**config.mk**
```make
export PLATFORM = sky130hd
export DESIGN_NAME = mem_arbiter_flat
export DESIGN_NICKNAME = d
export VERILOG_FILES = /design/src/rtl/mem_arb_pkg.sv /design/src/rtl/mem_arbiter_if.sv /design/src/rtl/mem_arb_watchdog.sv /design/src/rtl/mem_arbiter.sv /design/src/flat_wrapper.sv
export SDC_FILE = /design/constraint.sdc
export NUM_CORES = 1
export LEC_CHECK = 0
export CAP_MARGIN = 20
export CORE_MARGIN = 2
export CORE_UTILIZATION = 27
export DETAILED_ROUTE_END_ITERATION = 7
export SLEW_MARGIN = 20
export SYNTH_ARGS = -nofsm -noshare
export SYNTH_HDL_FRONTEND = slang
export SYNTH_SLANG_ARGS = --single-unit
```
**constraint.sdc**
```tcl
create_clock -name clock -period 1.9 [get_ports clock]
set_clock_uncertainty 0.05 [all_clocks]
set_input_delay 0.285 -clock clock [delete_from_list [all_inputs] [get_ports clock]]
set_output_delay 0.285 -clock clock [all_outputs]
set_load 0.01 [all_outputs]
```
**src/rtl/mem_arb_pkg.sv**
```systemverilog
// Shared types and widths for the fetch/data RAM arbiter.
// Optional watchdog macro: MEM_ARB_TIMEOUT_EN.
package mem_arb_pkg;

  localparam int ARB_ADDR_W = 32;
  localparam int ARB_DATA_W = 32;
  localparam int WD_W       = 8;

  typedef enum logic [1:0] {
    IDLE     = 2'd0,
    MEM_BUSY = 2'd1,
    IF_BUSY  = 2'd2
  } arb_state_e;

  function automatic logic is_busy(
    input arb_state_e s
  );
    return (s == MEM_BUSY) || (s == IF_BUSY);
  endfunction

endpackage

```
**src/rtl/mem_arbiter_if.sv**
```systemverilog
// Pipeline-side and RAM-side signal bundle of the RAM arbiter.
// slave = arbiter view, master = pipeline/RAM view.
interface mem_arbiter_if
  import mem_arb_pkg::*;
#(
  parameter int ADDR_W = ARB_ADDR_W,
  parameter int DATA_W = ARB_DATA_W
);

  logic              if_req;
  logic [ADDR_W-1:0] if_addr;
  logic [DATA_W-1:0] if_rdata;
  logic              if_ready;

  logic              mem_readmem;
  logic              mem_writemem;
  logic [ADDR_W-1:0] mem_addr;
  logic [DATA_W-1:0] mem_wdata;
  logic [DATA_W-1:0] mem_rdata;
  logic              mem_ready;

  logic              if_stall;

  logic [ADDR_W-1:0] ram_addr;
  logic [DATA_W-1:0] ram_wdata;
  logic              ram_re;
  logic              ram_we;
  logic [DATA_W-1:0] ram_rdata;
  logic              ram_ready;

  logic              arb_err;

  modport slave (
    input  if_req,
    input  if_addr,
    output if_rdata,
    output if_ready,
    input  mem_readmem,
    input  mem_writemem,
    input  mem_addr,
    input  mem_wdata,
    output mem_rdata,
    output mem_ready,
    output if_stall,
    output ram_addr,
    output ram_wdata,
    output ram_re,
    output ram_we,
    input  ram_rdata,
    input  ram_ready,
    output arb_err
  );

  modport master (
    output if_req,
    output if_addr,
    input  if_rdata,
    input  if_ready,
    output mem_readmem,
    output mem_writemem,
    output mem_addr,
    output mem_wdata,
    input  mem_rdata,
    input  mem_ready,
    input  if_stall,
    input  ram_addr,
    input  ram_wdata,
    input  ram_re,
    input  ram_we,
    output ram_rdata,
    output ram_ready,
    input  arb_err
  );

endinterface

```
**src/rtl/mem_arb_watchdog.sv**
```systemverilog
// Busy-cycle watchdog; instantiated only when MEM_ARB_TIMEOUT_EN is defined.
// o_expire flags the last allowed busy cycle.
module mem_arb_watchdog
  import mem_arb_pkg::*;
#(
  parameter int TIMEOUT = 16
) (
  input  logic clk,
  input  logic rst_n,
  input  logic i_clr,
  input  logic i_en,
  output logic o_expire
);

  localparam logic [WD_W-1:0] LP_LAST = WD_W'(TIMEOUT - 1);

  logic [WD_W-1:0] r_cnt;

  always_ff @(posedge clk or negedge rst_n) begin
    if (!rst_n) begin
      r_cnt <= '0;
    end else if (i_clr) begin
      r_cnt <= '0;
    end else if (i_en && (r_cnt != '1)) begin
      r_cnt <= r_cnt + 1'b1;
    end
  end

  assign o_expire = i_en && (r_cnt >= LP_LAST);

endmodule

```
**src/rtl/mem_arbiter.sv**
```systemverilog
// Single-port RAM arbiter: data side beats fetch, fetch stalls meanwhile.
// Define MEM_ARB_TIMEOUT_EN to add the busy watchdog and arb_err.
module mem_arbiter
  import mem_arb_pkg::*;
#(
  parameter int ADDR_W  = ARB_ADDR_W,
  parameter int DATA_W  = ARB_DATA_W,
  parameter int TIMEOUT = 16
) (
  input  logic         clock,
  input  logic         reset,
  mem_arbiter_if.slave bus
);

  if ((TIMEOUT < 2) || (TIMEOUT > 255)) begin : g_bad_timeout
    $error("mem_arbiter: TIMEOUT must be in 2..255");
  end

  arb_state_e r_state;
  arb_state_e w_state_nx;

  logic [ADDR_W-1:0] r_ram_addr;
  logic [ADDR_W-1:0] w_ram_addr_nx;
  logic [DATA_W-1:0] r_ram_wdata;
  logic [DATA_W-1:0] w_ram_wdata_nx;
  logic              r_ram_re;
  logic              w_ram_re_nx;
  logic              r_ram_we;
  logic              w_ram_we_nx;

  logic [DATA_W-1:0] r_if_rdata;
  logic [DATA_W-1:0] w_if_rdata_nx;
  logic              r_if_ready;
  logic              w_if_ready_nx;
  logic [DATA_W-1:0] r_mem_rdata;
  logic [DATA_W-1:0] w_mem_rdata_nx;
  logic              r_mem_ready;
  logic              w_mem_ready_nx;
  logic              r_if_stall;
  logic              w_if_stall_nx;

  logic w_mem_req;
  logic w_expire;
  logic w_abort;
  logic w_done;
  logic [DATA_W-1:0] w_rd;

  assign w_mem_req = bus.mem_readmem | bus.mem_writemem;
  assign w_abort   = w_expire & ~bus.ram_ready;
  assign w_done    = bus.ram_ready | w_expire;
  assign w_rd      = w_abort ? '0 : bus.ram_rdata;

`ifdef MEM_ARB_TIMEOUT_EN
  logic r_arb_err;

  mem_arb_watchdog #(
    .TIMEOUT (TIMEOUT)
  ) u_wd (
    .clk      (clock),
    .rst_n    (reset),
    .i_clr    (r_state == IDLE),
    .i_en     (is_busy(r_state)),
    .o_expire (w_expire)
  );

  always_ff @(posedge clock or negedge reset) begin
    if (!reset) begin
      r_arb_err <= 1'b0;
    end else if (w_abort) begin
      r_arb_err <= 1'b1;
    end
  end

  assign bus.arb_err = r_arb_err;
`else
  assign w_expire    = 1'b0;
  assign bus.arb_err = 1'b0;
`endif

  always_comb begin
    w_state_nx     = r_state;
    w_ram_addr_nx  = r_ram_addr;
    w_ram_wdata_nx = r_ram_wdata;
    w_ram_re_nx    = r_ram_re;
    w_ram_we_nx    = r_ram_we;
    w_if_rdata_nx  = r_if_rdata;
    w_mem_rdata_nx = r_mem_rdata;
    w_if_ready_nx  = 1'b0;
    w_mem_ready_nx = 1'b0;
    w_if_stall_nx  = 1'b0;
    unique case (r_state)
      IDLE: begin
        if (w_mem_req) begin
          // a combined read+write request is handled as a store
          w_state_nx     = MEM_BUSY;
          w_ram_addr_nx  = bus.mem_addr;
          w_ram_wdata_nx = bus.mem_wdata;
          w_ram_we_nx    = bus.mem_writemem;
          w_ram_re_nx    = ~bus.mem_writemem;
          w_if_stall_nx  = 1'b1;
        end else if (bus.if_req) begin
          w_state_nx     = IF_BUSY;
          w_ram_addr_nx  = bus.if_addr;
          w_ram_wdata_nx = '0;
          w_ram_re_nx    = 1'b1;
          w_ram_we_nx    = 1'b0;
        end
      end
      MEM_BUSY: begin
        w_if_stall_nx = 1'b1;
        if (w_done) begin
          w_state_nx     = IDLE;
          w_ram_re_nx    = 1'b0;
          w_ram_we_nx    = 1'b0;
          w_mem_ready_nx = 1'b1;
          if (!r_ram_we) begin
            w_mem_rdata_nx = w_rd;
          end
        end
      end
      IF_BUSY: begin
        if (w_done) begin
          w_state_nx    = IDLE;
          w_ram_re_nx   = 1'b0;
          w_ram_we_nx   = 1'b0;
          w_if_ready_nx = 1'b1;
          w_if_rdata_nx = w_rd;
        end
      end
      default: begin
        w_state_nx  = IDLE;
        w_ram_re_nx = 1'b0;
        w_ram_we_nx = 1'b0;
      end
    endcase
  end

  always_ff @(posedge clock or negedge reset) begin
    if (!reset) begin
      r_state     <= IDLE;
      r_ram_addr  <= '0;
      r_ram_wdata <= '0;
      r_ram_re    <= 1'b0;
      r_ram_we    <= 1'b0;
      r_if_rdata  <= '0;
      r_if_ready  <= 1'b0;
      r_mem_rdata <= '0;
      r_mem_ready <= 1'b0;
      r_if_stall  <= 1'b0;
    end else begin
      r_state     <= w_state_nx;
      r_ram_addr  <= w_ram_addr_nx;
      r_ram_wdata <= w_ram_wdata_nx;
      r_ram_re    <= w_ram_re_nx;
      r_ram_we    <= w_ram_we_nx;
      r_if_rdata  <= w_if_rdata_nx;
      r_if_ready  <= w_if_ready_nx;
      r_mem_rdata <= w_mem_rdata_nx;
      r_mem_ready <= w_mem_ready_nx;
      r_if_stall  <= w_if_stall_nx;
    end
  end

  assign bus.ram_addr  = r_ram_addr;
  assign bus.ram_wdata = r_ram_wdata;
  assign bus.ram_re    = r_ram_re;
  assign bus.ram_we    = r_ram_we;
  assign bus.if_rdata  = r_if_rdata;
  assign bus.if_ready  = r_if_ready;
  assign bus.mem_rdata = r_mem_rdata;
  assign bus.mem_ready = r_mem_ready;
  assign bus.if_stall  = r_if_stall;

endmodule

```
**src/flat_wrapper.sv**
```systemverilog
// flat-port wrapper written by rule: the top's interface ports become plain ports
module mem_arbiter_flat import mem_arb_pkg::*;
#(
  parameter int ADDR_W  = ARB_ADDR_W,
  parameter int DATA_W  = ARB_DATA_W,
  parameter int TIMEOUT = 16
)
  (clock, reset, bus_if_req, bus_if_addr, bus_if_rdata, bus_if_ready, bus_mem_readmem, bus_mem_writemem, bus_mem_addr, bus_mem_wdata, bus_mem_rdata, bus_mem_ready, bus_if_stall, bus_ram_addr, bus_ram_wdata, bus_ram_re, bus_ram_we, bus_ram_rdata, bus_ram_ready, bus_arb_err);
  mem_arbiter_if #(.ADDR_W(ADDR_W), .DATA_W(DATA_W)) bus_i ();
  input  logic clock;
  input  logic reset;
  input wire logic [$bits(bus_i.if_req)-1:0] bus_if_req;
  input wire logic [$bits(bus_i.if_addr)-1:0] bus_if_addr;
  output wire logic [$bits(bus_i.if_rdata)-1:0] bus_if_rdata;
  output wire logic [$bits(bus_i.if_ready)-1:0] bus_if_ready;
  input wire logic [$bits(bus_i.mem_readmem)-1:0] bus_mem_readmem;
  input wire logic [$bits(bus_i.mem_writemem)-1:0] bus_mem_writemem;
  input wire logic [$bits(bus_i.mem_addr)-1:0] bus_mem_addr;
  input wire logic [$bits(bus_i.mem_wdata)-1:0] bus_mem_wdata;
  output wire logic [$bits(bus_i.mem_rdata)-1:0] bus_mem_rdata;
  output wire logic [$bits(bus_i.mem_ready)-1:0] bus_mem_ready;
  output wire logic [$bits(bus_i.if_stall)-1:0] bus_if_stall;
  output wire logic [$bits(bus_i.ram_addr)-1:0] bus_ram_addr;
  output wire logic [$bits(bus_i.ram_wdata)-1:0] bus_ram_wdata;
  output wire logic [$bits(bus_i.ram_re)-1:0] bus_ram_re;
  output wire logic [$bits(bus_i.ram_we)-1:0] bus_ram_we;
  input wire logic [$bits(bus_i.ram_rdata)-1:0] bus_ram_rdata;
  input wire logic [$bits(bus_i.ram_ready)-1:0] bus_ram_ready;
  output wire logic [$bits(bus_i.arb_err)-1:0] bus_arb_err;
  assign bus_i.if_req = bus_if_req;
  assign bus_i.if_addr = bus_if_addr;
  assign bus_if_rdata = bus_i.if_rdata;
  assign bus_if_ready = bus_i.if_ready;
  assign bus_i.mem_readmem = bus_mem_readmem;
  assign bus_i.mem_writemem = bus_mem_writemem;
  assign bus_i.mem_addr = bus_mem_addr;
  assign bus_i.mem_wdata = bus_mem_wdata;
  assign bus_mem_rdata = bus_i.mem_rdata;
  assign bus_mem_ready = bus_i.mem_ready;
  assign bus_if_stall = bus_i.if_stall;
  assign bus_ram_addr = bus_i.ram_addr;
  assign bus_ram_wdata = bus_i.ram_wdata;
  assign bus_ram_re = bus_i.ram_re;
  assign bus_ram_we = bus_i.ram_we;
  assign bus_i.ram_rdata = bus_ram_rdata;
  assign bus_i.ram_ready = bus_ram_ready;
  assign bus_arb_err = bus_i.arb_err;
  mem_arbiter #(.ADDR_W(ADDR_W), .DATA_W(DATA_W), .TIMEOUT(TIMEOUT)) u_core (.clock(clock), .reset(reset), .bus(bus_i));
endmodule
```
# After elaboration in Yosys (flattened, before gate mapping)
# Index checks and enable logic that the tools add are counted.
# totals
ff_bits,135
in_bits,134
output_inout_bits,134
word_cells,44
# classes
n_eq_ne,4
muxes,20
bitwise,3
reduce_logical,7
# op_table
operator,count
32-bit two-way mux,4
1-bit two-way mux,9
2-bit two-way mux,3
1-bit case mux with 2 select lines,3
2-bit AND reduction,3
2-bit case mux with 2 select lines,1
3-bit by 2-bit != test with 1-bit output (second input constant),1
3-bit AND reduction,1
2-bit by 1-bit equality test with 1-bit output (second input constant),1
2-bit equality test (second input constant),1
2-bit zero test,1
2-bit by 1-bit != test with 1-bit output (second input constant),1
1-bit inverter,2
2-bit nonzero test,1
2-bit OR reduction,1
1-bit bitwise OR,1

# Depth between registers and ports, before layout
# Gate-level depths: netlist (run 1).
# logic_depth
depth_word,4
mapped_depth,7
depth_no_buf,5

# Worst setup path before layout (run 1)
# OpenSTA, ideal clock, no wires.
# synth_timing
path_kind,reg-to-reg
from,register u_core.r_state[0]
to,register u_core.r_ram_re (netlist: u_core.bus.ram_re)
arrival_time_ps,1416
slack_ps,309
stages_incl_launch_ff,6
path_buffers,0
synth_period_minus_slack_ps,1591
cell_sequence,dfrtp_1 -> inv_1 -> ha_1 -> nor2b_1 -> a31oi_1 -> mux2_2
# synth_via
elab_chain_len,4
word_cells_on_any_way,8
# synth_rtl
item,line_no,rtl
start: declaration,mem_arbiter.sv:19,arb_state_e r_state;
start signal: assignment,mem_arbiter.sv:151,r_state <= w_state_nx;
2-bit by 1-bit equality test with 1-bit output / 2-bit equality test (equally long branches),mem_arbiter.sv:91,unique case (r_state)
2-bit OR reduction (no source line),-,
2-bit by 1-bit != test with 1-bit output (no source line),-,
2-bit AND reduction (no source line),-,
end signal: assignment,mem_arbiter.sv:154,r_ram_re <= w_ram_re_nx;
end: declaration,mem_arbiter.sv:26,logic r_ram_re;
# Several ways; a longest one is shown, not always the timed one.
# A chain may end at the register's enable or synchronous reset.

# Final worst setup path (run 1)
# Same ends and word-level chain as after synthesis.

==> results of run 1 <==
==> worst paths after layout <==
path	endpoint
hold reg to reg	u_core.bus.ram_addr[20]$_DFFE_PN0P_
setup reg to reg	u_core.bus.ram_re$_DFFE_PN0P_
hold / removal	u_core.bus.mem_rdata[9]$_DFFE_PN0P_
max in group asynchronous	u_core.bus.mem_rdata[14]$_DFFE_PN0P_
min in group clock	u_core.bus.ram_wdata[1]$_DFFE_PN0P_
setup / recovery	u_core.bus.ram_re$_DFFE_PN0P_
==> sequential cells by signal (all words and copies together) (netlist names), 2 cells and up <==
signal	flops
u_core.bus.ram_addr	32
u_core.bus.if_rdata	32
u_core.bus.ram_wdata	32
u_core.bus.mem_rdata	32
u_core.r_state	2
==> layer usage <==
metal  global-route usage, %  part of all wire, %  vias up
li1                        -                    -     1900
met1                    16.4                   41     1943
met2                    23.1                   47      190
met3                    6.26                  9.2       30
met4                    5.69                  2.2        0
met5                       0                    0        -
==> Yosys cell counts (3+ instances only) <==
cell type	number
sky130_fd_sc_hd__mux2i_1	32
sky130_fd_sc_hd__buf_6	4
sky130_fd_sc_hd__ha_1	5
sky130_fd_sc_hd__dfrtp_1	135
sky130_fd_sc_hd__inv_1	5
sky130_fd_sc_hd__nand2_1	33
sky130_fd_sc_hd__mux2_2	65
sky130_fd_sc_hd__nor2b_1	4
sky130_fd_sc_hd__buf_4	8
sky130_fd_sc_hd__buf_2	9
sky130_fd_sc_hd__clkbuf_1	3
sky130_fd_sc_hd__o21ai_0	32
sky130_fd_sc_hd__a22o_1	33
==> power groups by stage <==
stage | clock (mW) | sequential (mW) | combinational, mW
floorplan | 0 | 5.68 | 2.31
global placement | 0 | 5.07 | 6.62
detailed placement | 0 | 5.10 | 6.75
CTS | 3.53 | 5.09 | 6.76
global route | 3.68 | 5.26 | 7.10
finish | 3.43 | 5.07 | 6.65
==> repair_timing <==
action,CTS,global route
hold endpoints to repair,27,0
setup endpoints to repair,0,0
buffers inserted,0,0
hold buffers,1,0
==> metrics by stage <==
step	area (um^2)	cells
after floorplan	5370	382
after global placement	8370	899
after detailed placement	8370	899
after CTS	9010	931
after global routing	9010	931
final	9010	931
==> final cells by class <==
type	count	area share, %
multi-input combinational	218	20.2
timing repair buffer	277	31.5
clock buffer	21	5.33
sequential	135	37.5
inverter	5	0.208
tap	265	3.68
clock inverter	10	1.58
==> worst max-delay path: stages, from the launching register on <==
cell and delay (ns):
sky130_fd_sc_hd__dfrtp_1 0.40, sky130_fd_sc_hd__inv_1 0.11, sky130_fd_sc_hd__ha_1 0.31, sky130_fd_sc_hd__nor2b_1 0.14
sky130_fd_sc_hd__a31oi_1 0.21, sky130_fd_sc_hd__mux2_2 0.36
==> placed cells by master, fill, tap and decap left out, drive strengths merged, types with 2 or more instances in the layout <==
cell type / synthesis / routed
buf: 21 / 11
o21ai: 33 / 33
nand3: 2 / 2
a21oi: 2 / 2
ha: 5 / 5
clkdlybuf4s50: 0 / 265
a22o: 33 / 33
clkbuf: 3 / 21
mux2i: 32 / 32
dfrtp: 135 / 135
nand2: 33 / 33
nor2: 2 / 2
mux2: 65 / 65
clkinv: 0 / 4
bufinv: 0 / 3
inv: 5 / 7
nor2b: 4 / 4
==> kinds of logic after synthesis <==
family          synth area share, %
buf+inv                        3.36
fa+ha+maj                      1.16
compound gates                 9.44
other cells                  0.0698
mux                            19.6
simple gates                   3.47
flops                          62.9
==> summary.md, run 1 <==
| Metric | Value |
|---|---|
| Area overhead of the layout relative to synthesis | 67.7% |
| Max-cap violation count | 0 |
| Area enclosed by the die boundary | 21,000 um^2 |
| Reg2Reg Launch Point | u_core.r_state[0]$_DFFE_PN0P_ |
| Internal portion of total power | 10.5 mW |
| Vias in the first global route | 4,392 |
| Row count | 51 |
| Remaining DRCs | 0 |
| Count of boundary I/O pins | 268 |
| Status | complete, no violations |
| Latest clock arrival within the worst-skew pair | 0.40 ns |
| Count of endpoints failing hold in the final timing report | 0 |
| CTS Buffer Depth | 2 |
| Clock edge transition at the registers on the reported setup and hold paths | 0.06 ns |
| Effective utilization at floorplan | 27.6% |
| Initial antenna violation count | 0 |
| Final standard cell utilization of the core | 46.3% |
| Setup repair after global routing missed its margin | no |
| Switching power share of the total | 30.9% |
| PostCTS Resize Cnt | 0 |
| DRT Wirelength | 14.8 mm |
| Wire length of the first global-routing pass | 23.7 mm |
| Total clock sinks | 135 |
| Clock Tree Root | sky130_fd_sc_hd__clkbuf_16 |
| Number of cells on the worst reg-to-reg path | 5 |
| Portion of total power attributed to sequential cells | 33.5% |
| Number of DRC markers in iteration 0 | 177 |
| Sort of element at the end of the critical path | flop |
| Critical setup path kind | flop to flop |
| Critical Path RT | 2.14 ns |
| Final weighted congestion of routability-driven global placement | 0.759 |
| Final worst hold slack | 0.274 ns |
| Post-Synthesis Cells | 382 |
| Synthesized area | 5370 um^2 |
| Final cycle utilization of the critical path | 89.4% |
| Power spent charging and discharging nets | 4.68 mW |
| Timing startpoint of the critical path | u_core.r_state[0]$_DFFE_PN0P_ |
| Worst path setup slack after routing | 0.201 ns |
| First drt pass iteration count | 4 |
| CTS tree | built |
| Die boundary height | 145 um |
| Overall power consumption | 15.2 mW |
| Setup-violating endpoint count in the final report | 0 |
| Sequential cell area in the final layout | 3380 um^2 |
| Arr. time, crit path | 1.94 ns |
| Chip Width | 145 um |
| Main flop type after synthesis | sky130_fd_sc_hd__dfrtp_1 |
| Largest fanout on the critical path | 4 |
| Antenna cells | 0 |
| Register-to-register path setup slack | 0.20 ns |
| Mean instance size in the synthesized netlist | 14.1 um^2 |
| Fin. max-slew vios | 0 |
| HPWL after detailed placement | 10.9 mm |
| Overall routing resource usage | 14.2% |
| Sequential share of the synthesized area | 62.9% |
| Total core area | 19,500 um^2 |
| Number of fill cells | 1,780 |
| Number of library cell types mapped by synthesis | 25 |
| ANT nets after route | 0 |
| Number of buffers inserted by port buffering | 266 |
| Min-delay worst type | primary input to asynchronous set/reset pin |
| Multi-input gate area in the final layout | 1820 um^2 |
| Pleak | 3.81 nW |
| Share of Yosys cell area claimed by the top area cell type | 62.9% |
| Shortest clock period the worst path allows after layout | 1.70 ns |
| Detailed-route wire length per cell | 15.8 um |
| Placement-stage worst setup slack | -0.0132 ns |
| Fraction of power consumed by the clock network | 22.6% |
| Routed via count divided by cell count | 4.36 |
| Summed negative setup slack over all endpoints | 0 ns |
| Part of the total power dissipated in combinational logic | 43.9% |
| Routed vias | 4,063 |
| VDD IR max | 0.000755 V |
| Startpoint class of the critical path | flop |
| Top cells by area in the synthesized netlist | sky130_fd_sc_hd__dfrtp_1 (63%), sky130_fd_sc_hd__mux2_2 (14%), sky130_fd_sc_hd__mux2i_1 (6.0%), sky130_fd_sc_hd__a22o_1 (5.4%), sky130_fd_sc_hd__o21ai_0 (3.0%) |
| Flip-flop and latch count after synthesis | 135 |
| Largest area contributor in the synthesized netlist | sky130_fd_sc_hd__dfrtp_1 |
| Fmax | 0.589 GHz |
| Number of enable-type register cells in the synthesized netlist | 0 |
| Fraction of layout cells with a size suffix above 1 | 16.7% |
| Number of nets in the final layout | 793 |
| Number of clock buffers inserted by TritonCTS | 17 |
| Max H-tree Level | 4 |
| Async S/R FF share, synth | 100% |
| Power density over the cells | 1680 nW/um^2 |
| Maximum number of pins on one net before global-route repair | 81 |
| Synth Net Count | 521 |
| Total number of yosys warnings | 0 |
| Total grt overflow | 0 |
(Power assumes the default switching activity.)
==> inputs of run 2 (changes only) <==
--- a/config.mk
+++ b/config.mk
@@ -5,6 +5,7 @@
 export SDC_FILE = /design/constraint.sdc
 export NUM_CORES = 1
 export LEC_CHECK = 0
+export ABC_CLOCK_PERIOD_IN_PS = 1900
 export CAP_MARGIN = 20
 export CORE_MARGIN = 2
 export CORE_UTILIZATION = 27
==> results of run 2 <==
Final layout, timing and power as in run 1 (identical DEF).
